## config.mk

```make
export PLATFORM = sky130hd
export DESIGN_NAME = fetch_unit_flat
export DESIGN_NICKNAME = d
export VERILOG_FILES = /design/src/rtl/cpu_pkg.sv /design/src/rtl/fetch_unit_if.sv /design/src/rtl/fetch_buffer.sv /design/src/rtl/fetch_unit.sv /design/src/flat_wrapper.sv
export SDC_FILE = /design/constraint.sdc
export NUM_CORES = 1
export LEC_CHECK = 0
export BUFFER_PORTS_ARGS = -buffer_cell sky130_fd_sc_hd__clkbuf_2
export CAP_MARGIN = 20
export CELL_PAD_IN_SITES_DETAIL_PLACEMENT = 0
export CELL_PAD_IN_SITES_GLOBAL_PLACEMENT = 2
export CORE_MARGIN = 2
export CORE_UTILIZATION = 29
export CTS_CLUSTER_SIZE = 20
export DETAILED_ROUTE_END_ITERATION = 12
export HOLD_SLACK_MARGIN = 0.06
export PLACE_DENSITY_LB_ADDON = 0.3
export SKIP_CTS_REPAIR_TIMING = 1
export SYNTH_ARGS = -nofsm -noshare
export SYNTH_HDL_FRONTEND = slang
export SYNTH_HIERARCHICAL = 1
export SYNTH_SLANG_ARGS = --single-unit
```

## constraint.sdc

```tcl
create_clock -name sys_clk -period 1.8 [get_ports sys_clk]
set_input_delay 0.27 -clock sys_clk [delete_from_list [all_inputs] [get_ports sys_clk]]
set_output_delay 0.27 -clock sys_clk [all_outputs]
set_load 0.03 [all_outputs]
```

## src/rtl/cpu_pkg.sv

```systemverilog
// Shared CPU definitions used by the fetch stage.
//   RESET_PC     : PCF value after reset
//   NOP_INSTR    : bubble instruction (MOV r0,r0) shown on InstrD when nothing valid
//   fetchState_t : fetch FSM encodings (REQ = may issue, WAIT = one request outstanding)
//   fetchEntry_t : decoded-stage payload {instruction word, PC + 8}
package cpu_pkg;

  localparam logic [31:0] RESET_PC  = 32'h0000_0000;
  localparam logic [31:0] NOP_INSTR = 32'hE1A0_0000;

  typedef enum logic {
    REQ  = 1'b0,
    WAIT = 1'b1
  } fetchState_t;

  typedef struct packed {
    logic [31:0] instr;
    logic [31:0] pc8;
  } fetchEntry_t;

endpackage

```

## src/rtl/fetch_unit_if.sv

```systemverilog
// Instruction-memory request/response port.
//   imem_req    : request valid (master -> slave)
//   imem_addr   : word address of the request (master -> slave)
//   imem_gnt    : request accepted this cycle (slave -> master)
//   imem_rvalid : response valid, in order, one per granted request (slave -> master)
//   imem_rdata  : instruction word (slave -> master)
interface fetch_unit_if;

  logic        imem_req;
  logic [31:0] imem_addr;
  logic        imem_gnt;
  logic        imem_rvalid;
  logic [31:0] imem_rdata;

  modport master (
    output imem_req,
    output imem_addr,
    input  imem_gnt,
    input  imem_rvalid,
    input  imem_rdata
  );

  modport slave (
    input  imem_req,
    input  imem_addr,
    output imem_gnt,
    output imem_rvalid,
    output imem_rdata
  );

endinterface

```

## src/rtl/fetch_buffer.sv

```systemverilog
// One-entry skid buffer holding a fetched {instr, pc8} that arrived while decode was stalled.
//   sys_clk   : clock
//   sys_rst_n : synchronous reset, active high
//   push      : store pushData (only issued while empty)
//   pop       : entry consumed by the IF/ID register
//   clear     : discard the entry (flush / redirect); wins over push and pop
//   pushData  : entry to store
//   popData   : stored entry
//   full      : entry present
module fetch_buffer
  import cpu_pkg::*;
(
  input  logic        sys_clk,
  input  logic        sys_rst_n,
  input  logic        push,
  input  logic        pop,
  input  logic        clear,
  input  fetchEntry_t pushData,
  output fetchEntry_t popData,
  output logic        full
);

  always_ff @(posedge sys_clk) begin
    if (sys_rst_n) begin
      full    <= 1'b0;
      popData <= '0;
    end else if (clear) begin
      full <= 1'b0;
    end else if (push) begin
      full    <= 1'b1;
      popData <= pushData;
    end else if (pop) begin
      full <= 1'b0;
    end
  end

endmodule

```

## src/rtl/fetch_unit.sv

```systemverilog
// IF stage plus IF/ID pipeline register.
//   sys_clk, sys_rst_n       : clock, synchronous active-high reset
//   StallF, StallD, FlushD   : hazard controls
//   PCWrPendingF             : PC write in flight, freeze fetch
//   BranchTakenE/ALUResultE  : E-stage redirect (highest priority)
//   PCSrcW/ResultW           : W-stage PC write redirect
//   imem                     : instruction memory port (master)
//   PCF                      : current fetch PC
//   InstrD/PCPlus8D/InstrValidD : decode-stage instruction, its PC + 8, valid flag
//
// state | meaning
// REQ   | no request outstanding; may issue one at PCF
// WAIT  | one request outstanding; may issue the next on its rvalid cycle
module fetch_unit
  import cpu_pkg::*;
#(
  parameter logic [31:0] RESET_PC  = cpu_pkg::RESET_PC,
  parameter logic [31:0] NOP_INSTR = cpu_pkg::NOP_INSTR
) (
  input  logic                sys_clk,
  input  logic                sys_rst_n,
  input  logic                StallF,
  input  logic                StallD,
  input  logic                FlushD,
  input  logic                PCWrPendingF,
  input  logic                BranchTakenE,
  input  logic [31:0]         ALUResultE,
  input  logic                PCSrcW,
  input  logic [31:0]         ResultW,
  fetch_unit_if.master        imem,
  output logic [31:0]         PCF,
  output logic [31:0]         InstrD,
  output logic [31:0]         PCPlus8D,
  output logic                InstrValidD
);

  fetchState_t state;
  logic        kill;
  logic [31:0] fetchPc;

  logic        redirect;
  logic        rvalidSeen;
  logic        rvalidLive;
  logic        issueSlot;
  logic        granted;
  logic        outstandingNext;
  logic        bufFull;
  logic        bufPush;
  logic        bufPop;
  logic        bufClear;
  fetchEntry_t bufIn;
  fetchEntry_t bufOut;

  assign redirect   = BranchTakenE | PCSrcW;
  assign rvalidSeen = imem.imem_rvalid & (state == WAIT);
  // A response returning in the redirect cycle is wrong-path as well.
  assign rvalidLive = rvalidSeen & ~kill & ~redirect;

  assign bufIn    = '{instr: imem.imem_rdata, pc8: fetchPc + 32'd8};
  assign bufPush  = rvalidLive & StallD & ~FlushD;
  assign bufPop   = bufFull & ~StallD & ~FlushD;
  assign bufClear = FlushD | redirect;

  // The request must react to gnt/rvalid in the same cycle for back-to-back
  // issue, so it is decoded from state rather than registered. Issue is also
  // held off in the cycle the buffer fills so a response never lands while full.
  assign issueSlot     = (state == REQ) | rvalidSeen;
  assign imem.imem_req = ~sys_rst_n & issueSlot & ~StallF & ~PCWrPendingF
                         & ~bufFull & ~bufPush;
  assign imem.imem_addr = {PCF[31:2], 2'b00};

  assign granted         = imem.imem_req & imem.imem_gnt;
  assign outstandingNext = granted | ((state == WAIT) & ~imem.imem_rvalid);

  fetch_buffer uBuf (
    .sys_clk   (sys_clk),
    .sys_rst_n (sys_rst_n),
    .push      (bufPush),
    .pop       (bufPop),
    .clear     (bufClear),
    .pushData  (bufIn),
    .popData   (bufOut),
    .full      (bufFull)
  );

  always_ff @(posedge sys_clk) begin
    if (sys_rst_n) begin
      state       <= REQ;
      kill        <= 1'b0;
      fetchPc     <= RESET_PC;
      PCF         <= RESET_PC;
      InstrD      <= NOP_INSTR;
      PCPlus8D    <= 32'd0;
      InstrValidD <= 1'b0;
    end else begin
      state <= outstandingNext ? WAIT : REQ;

      if (granted) fetchPc <= PCF;

      if (BranchTakenE)  PCF <= ALUResultE;
      else if (PCSrcW)   PCF <= ResultW;
      else if (granted)  PCF <= PCF + 32'd4;

      // Whatever is still outstanding after a redirect belongs to the old path.
      if (redirect)        kill <= outstandingNext;
      else if (rvalidSeen) kill <= 1'b0;

      if (FlushD) begin
        InstrD      <= NOP_INSTR;
        PCPlus8D    <= 32'd0;
        InstrValidD <= 1'b0;
      end else if (StallD) begin
        InstrD      <= InstrD;
      end else if (bufFull && !redirect) begin
        InstrD      <= bufOut.instr;
        PCPlus8D    <= bufOut.pc8;
        InstrValidD <= 1'b1;
      end else if (rvalidLive) begin
        InstrD      <= bufIn.instr;
        PCPlus8D    <= bufIn.pc8;
        InstrValidD <= 1'b1;
      end else begin
        InstrD      <= NOP_INSTR;
        PCPlus8D    <= 32'd0;
        InstrValidD <= 1'b0;
      end
    end
  end

endmodule
```

## src/flat_wrapper.sv

```systemverilog
// flat-port wrapper written by rule: the top's interface ports become plain ports
module fetch_unit_flat import cpu_pkg::*;
#(
  parameter logic [31:0] RESET_PC  = cpu_pkg::RESET_PC,
  parameter logic [31:0] NOP_INSTR = cpu_pkg::NOP_INSTR
)
  (sys_clk, sys_rst_n, StallF, StallD, FlushD, PCWrPendingF, BranchTakenE, ALUResultE, PCSrcW, ResultW, PCF, InstrD, PCPlus8D, InstrValidD, imem_imem_req, imem_imem_addr, imem_imem_gnt, imem_imem_rvalid, imem_imem_rdata);
  fetch_unit_if imem_i ();
  input  logic sys_clk;
  input  logic sys_rst_n;
  input  logic StallF;
  input  logic StallD;
  input  logic FlushD;
  input  logic PCWrPendingF;
  input  logic BranchTakenE;
  input  logic [31:0] ALUResultE;
  input  logic PCSrcW;
  input  logic [31:0] ResultW;
  output logic [31:0] PCF;
  output logic [31:0] InstrD;
  output logic [31:0] PCPlus8D;
  output logic InstrValidD;
  output wire logic [$bits(imem_i.imem_req)-1:0] imem_imem_req;
  output wire logic [$bits(imem_i.imem_addr)-1:0] imem_imem_addr;
  input wire logic [$bits(imem_i.imem_gnt)-1:0] imem_imem_gnt;
  input wire logic [$bits(imem_i.imem_rvalid)-1:0] imem_imem_rvalid;
  input wire logic [$bits(imem_i.imem_rdata)-1:0] imem_imem_rdata;
  assign imem_imem_req = imem_i.imem_req;
  assign imem_imem_addr = imem_i.imem_addr;
  assign imem_i.imem_gnt = imem_imem_gnt;
  assign imem_i.imem_rvalid = imem_imem_rvalid;
  assign imem_i.imem_rdata = imem_imem_rdata;
  fetch_unit #(.RESET_PC(RESET_PC), .NOP_INSTR(NOP_INSTR)) u_core (.sys_clk(sys_clk), .sys_rst_n(sys_rst_n), .StallF(StallF), .StallD(StallD), .FlushD(FlushD), .PCWrPendingF(PCWrPendingF), .BranchTakenE(BranchTakenE), .ALUResultE(ALUResultE), .PCSrcW(PCSrcW), .ResultW(ResultW), .imem(imem_i), .PCF(PCF), .InstrD(InstrD), .PCPlus8D(PCPlus8D), .InstrValidD(InstrValidD));
endmodule
```

==> flow_metrics.py <==
metrics = {
    "synthesis": {
        "ys_warn_count": 6,
        "synth_area_sq_mm": 0.0103,
        "synth_cell_type_count": 69,
        "synth_most_common_cell": "dfxtp_1",
        "synth_area_leader_cell": "dfxtp_1",
        "synth_area_leaders": "dfxtp_1 (38%), nand4bb_1 (7.0%), nand2b_1 (4.3%)",
        "yosysTopAreaCellShare": 0.383,
        "synth_cells": 1236,
        "ys_ff_latch": 196,
        "synth_commonest_cells": "dfxtp_1 (196), nand2_1 (113), a21oi_1 (83)",
        "avgSynthCellArea_sq_um": 8.30,
        "async_flop_share": 0,
        "ys_seq_area_frac": 0.383,
        "synth_edf_count": 0,
        "synthFlopType": "dfxtp_1",
    },
    "placement": {
        "hpwlAfterDp_mm": 26.6,
        "place_congestion": 0.865,
        "io_buffers": 233,
    },
    "final_layout": {
        "drive_above_1_share": 0.376,
        "nNetsFinal": 1649,
        "antenna_cells": 0,
        "area_delta_synth_final_pct": 36.4,
    },
    "power": {
        "leakage_nw": 5.74,
        "p_switching_mw": 3.03,
        "clkPwrFrac": 0.388,
        "swShare": 0.305,
        "peakVddDrop_mv": 0.589,
        "finalPower_mw": 9.95,
        "seqPwrFrac": 0.453,
        "power.internal_mw": 6.91,
        "power_density_mw_per_mm2": 711,
        "p_comb_frac": 0.159,
    },
    "clock_network": {
        "clockRootBuffer": "clkbuf_16",
        "numClockSinks": 196,
        "cts_tree": "done",
        "clk_pin_slew_ps": 90,
        "clock_path_buffers": 2,
        "htreeDepth": 4,
        "cts_buffers": 17,
        "worstSkewPairLatency_ps": 450,
    },
    "job": {
        "maxCapViolCount": 0,
    },
    "floorplan": {
        "initial_core_util": 0.295,
        "coreArea_sq_mm": 0.0347,
        "std_cell_rows": 68,
        "fp.dieW_um": 192,
        "die_area_sq_mm": 0.0369,
        "ioPinCount": 236,
        "dieHeight_um": 192,
    },
    "grt": {
        "grtUsageTotal": 0.197,
        "grt_max_degree": 129,
        "grt_first_pass_wirelength_mm": 56.2,
        "grt-ovfl-total": 0,
        "first_global_vias": 9649,
        "antenna_found_initial": 0,
    },
    "sta": {
        "drv_slew": 0,
        "tns_ps": -19.9,
        "hold_viol_final": 0,
        "slew_headroom": 0.525,
        "post-route-min-period_ps": 1820,
        "worst_clock_skew_ps": 16.8,
        "worst_pin_slew_ps": 712,
        "setup_slack_ps": -19.9,
        "fin_crit_sh": 1.01,
        "setup_viol": 1,
        "rsz0062_at_grt": "yes",
        "max_freq_mhz": 549,
    },
    "routing": {
        "ant_nets": 0,
        "drc": 0,
        "viasPerCell": 5.15,
        "top_layer": "met4",
        "drt-total-wl_mm": 37.4,
        "dr.pass1.iters": 5,
        "wl_met1_mm": 17.9,
        "avgRoutedWirePerCell_um": 18.6,
        "wl_met2_mm": 17.2,
        "first_iter_violations": 593,
        "wl_met3_mm": 1.71,
        "via_count": 10300,
    },
    "critical_path": {
        "setup.worst_path.start_class": "flip-flop",
        "crit_type": "reg -> reg",
        "endpoint_kind": "flip-flop",
        "critPathMaxFanout": 5,
        "critPathArrivalTime_ps": 2200,
        "required_ps": 2180,
    },
    "status": {
        "status": "complete, but fails checks",
        "violations": "negative setup slack",
    },
    "hold_path": {
        "hp-class": "in -> reg",
    },
}
state kept, by name (all words and copies together), names as in the netlist:
register             count
u_core/kill              1
u_core/PCF              32
u_core/uBuf/full         1
u_core/InstrD           32
u_core/fetchPc          32
u_core/state             1
u_core/InstrValidD       1
u_core/uBuf/popData     64
u_core/PCPlus8D         32
cell usage in the layout (no fill, tap or decap), drive strengths merged, types with 9 or more instances in the layout:
cell type,n
a22oi,13
nor4,18
nand4bb,64
nand4,19
dfxtp,196
and4,11
xor2,10
and3,23
a221oi,41
xnor2,13
o22ai,10
buf,199
clkbuf,247
o211ai,10
or2,12
a31oi,9
nor3,44
mux2i,9
a211oi,14
nand2,113
a21oi,84
o21ai,102
inv,26
nand3,30
nand2b,71
nor2,75
cell type report:
type                       count  area, sq um
clock buffer                  17          425
clock inverter                15          160
fill                        3601        20700
inverter                      19         73.8
multi-input combinational    876         5910
sequential                   196         4000
tap                          455          569
timing repair buffer         431         2850
per-stage QoR:
| step | setup slack [ps] | hold slack, ps | instance area [sq um] | utilization | std cells |
|---|---|---|---|---|---|
| after floorplan | -136 | 413 | 10400 | - | 1237 |
| after detailed placement | -294 | 451 | 12800 | 0.368 | 1957 |
| after CTS | -262 | 26.4 | 13400 | 0.385 | 1989 |
| final | -19.9 | 91.2 | 14000 | 0.403 | 2009 |
| after global placement | -259 | 447 | 12800 | 0.368 | 1957 |
| after global routing | -81.6 | 71.8 | 14000 | 0.403 | 2009 |
per-layer routing:
| metal | up-vias | global-route usage |
|---|---|---|
| li1 | 5093 | - |
| met1 | 4944 | 0.274 |
| met2 | 280 | 0.319 |
| met3 | 24 | 0.0292 |
| met4 | 0 | 0.0523 |
| met5 | - | 0 |
cells by family (layout without fill, tap and decap cells):
kind of cell    after synthesis  in the layout  synth area share
compound gates              329            329             0.204
xor+xnor                     23             23            0.0196
fa+ha+maj                     2              2           0.00244
buf+inv                     165            482            0.0875
flops                       196            196             0.383
mux                          10             10           0.00988
other cells                   1              2          0.000366
simple gates                510            510             0.294
critical path, cell delays in order (launching register included):
cell,delay (ps)
dfxtp_2,360
nor4_4,170
buf_6,180
and3_4,210
buf_4,130
a21oi_4,70
or4b_1,490
a31oi_1,140
power groups by stage:
stage / logic (mW) / clock network [mW] / registers, mW
CTS: 1.53 / 3.98 / 4.50
detailed placement: 1.52 / 0 / 4.61
finish: 1.58 / 3.86 / 4.50
global placement: 1.52 / 0 / 4.61
global route: 1.70 / 4.14 / 4.51
floorplan: 0.741 / 0 / 4.79
path summary, 6_finish.rpt:
check	from	end	slack (ps)	cells after the start
setup / recovery	u_core/uBuf/full	u_core/PCF[31]	-20	7
hold / removal	imem_imem_rdata[27]	u_core/uBuf/popData[59]	90	3
setup reg to reg	u_core/uBuf/full	u_core/PCF[31]	-20	7
hold reg to reg	u_core/uBuf/popData[31]	u_core/uBuf/popData[31]	460	2
(Power assumes the default switching activity.)
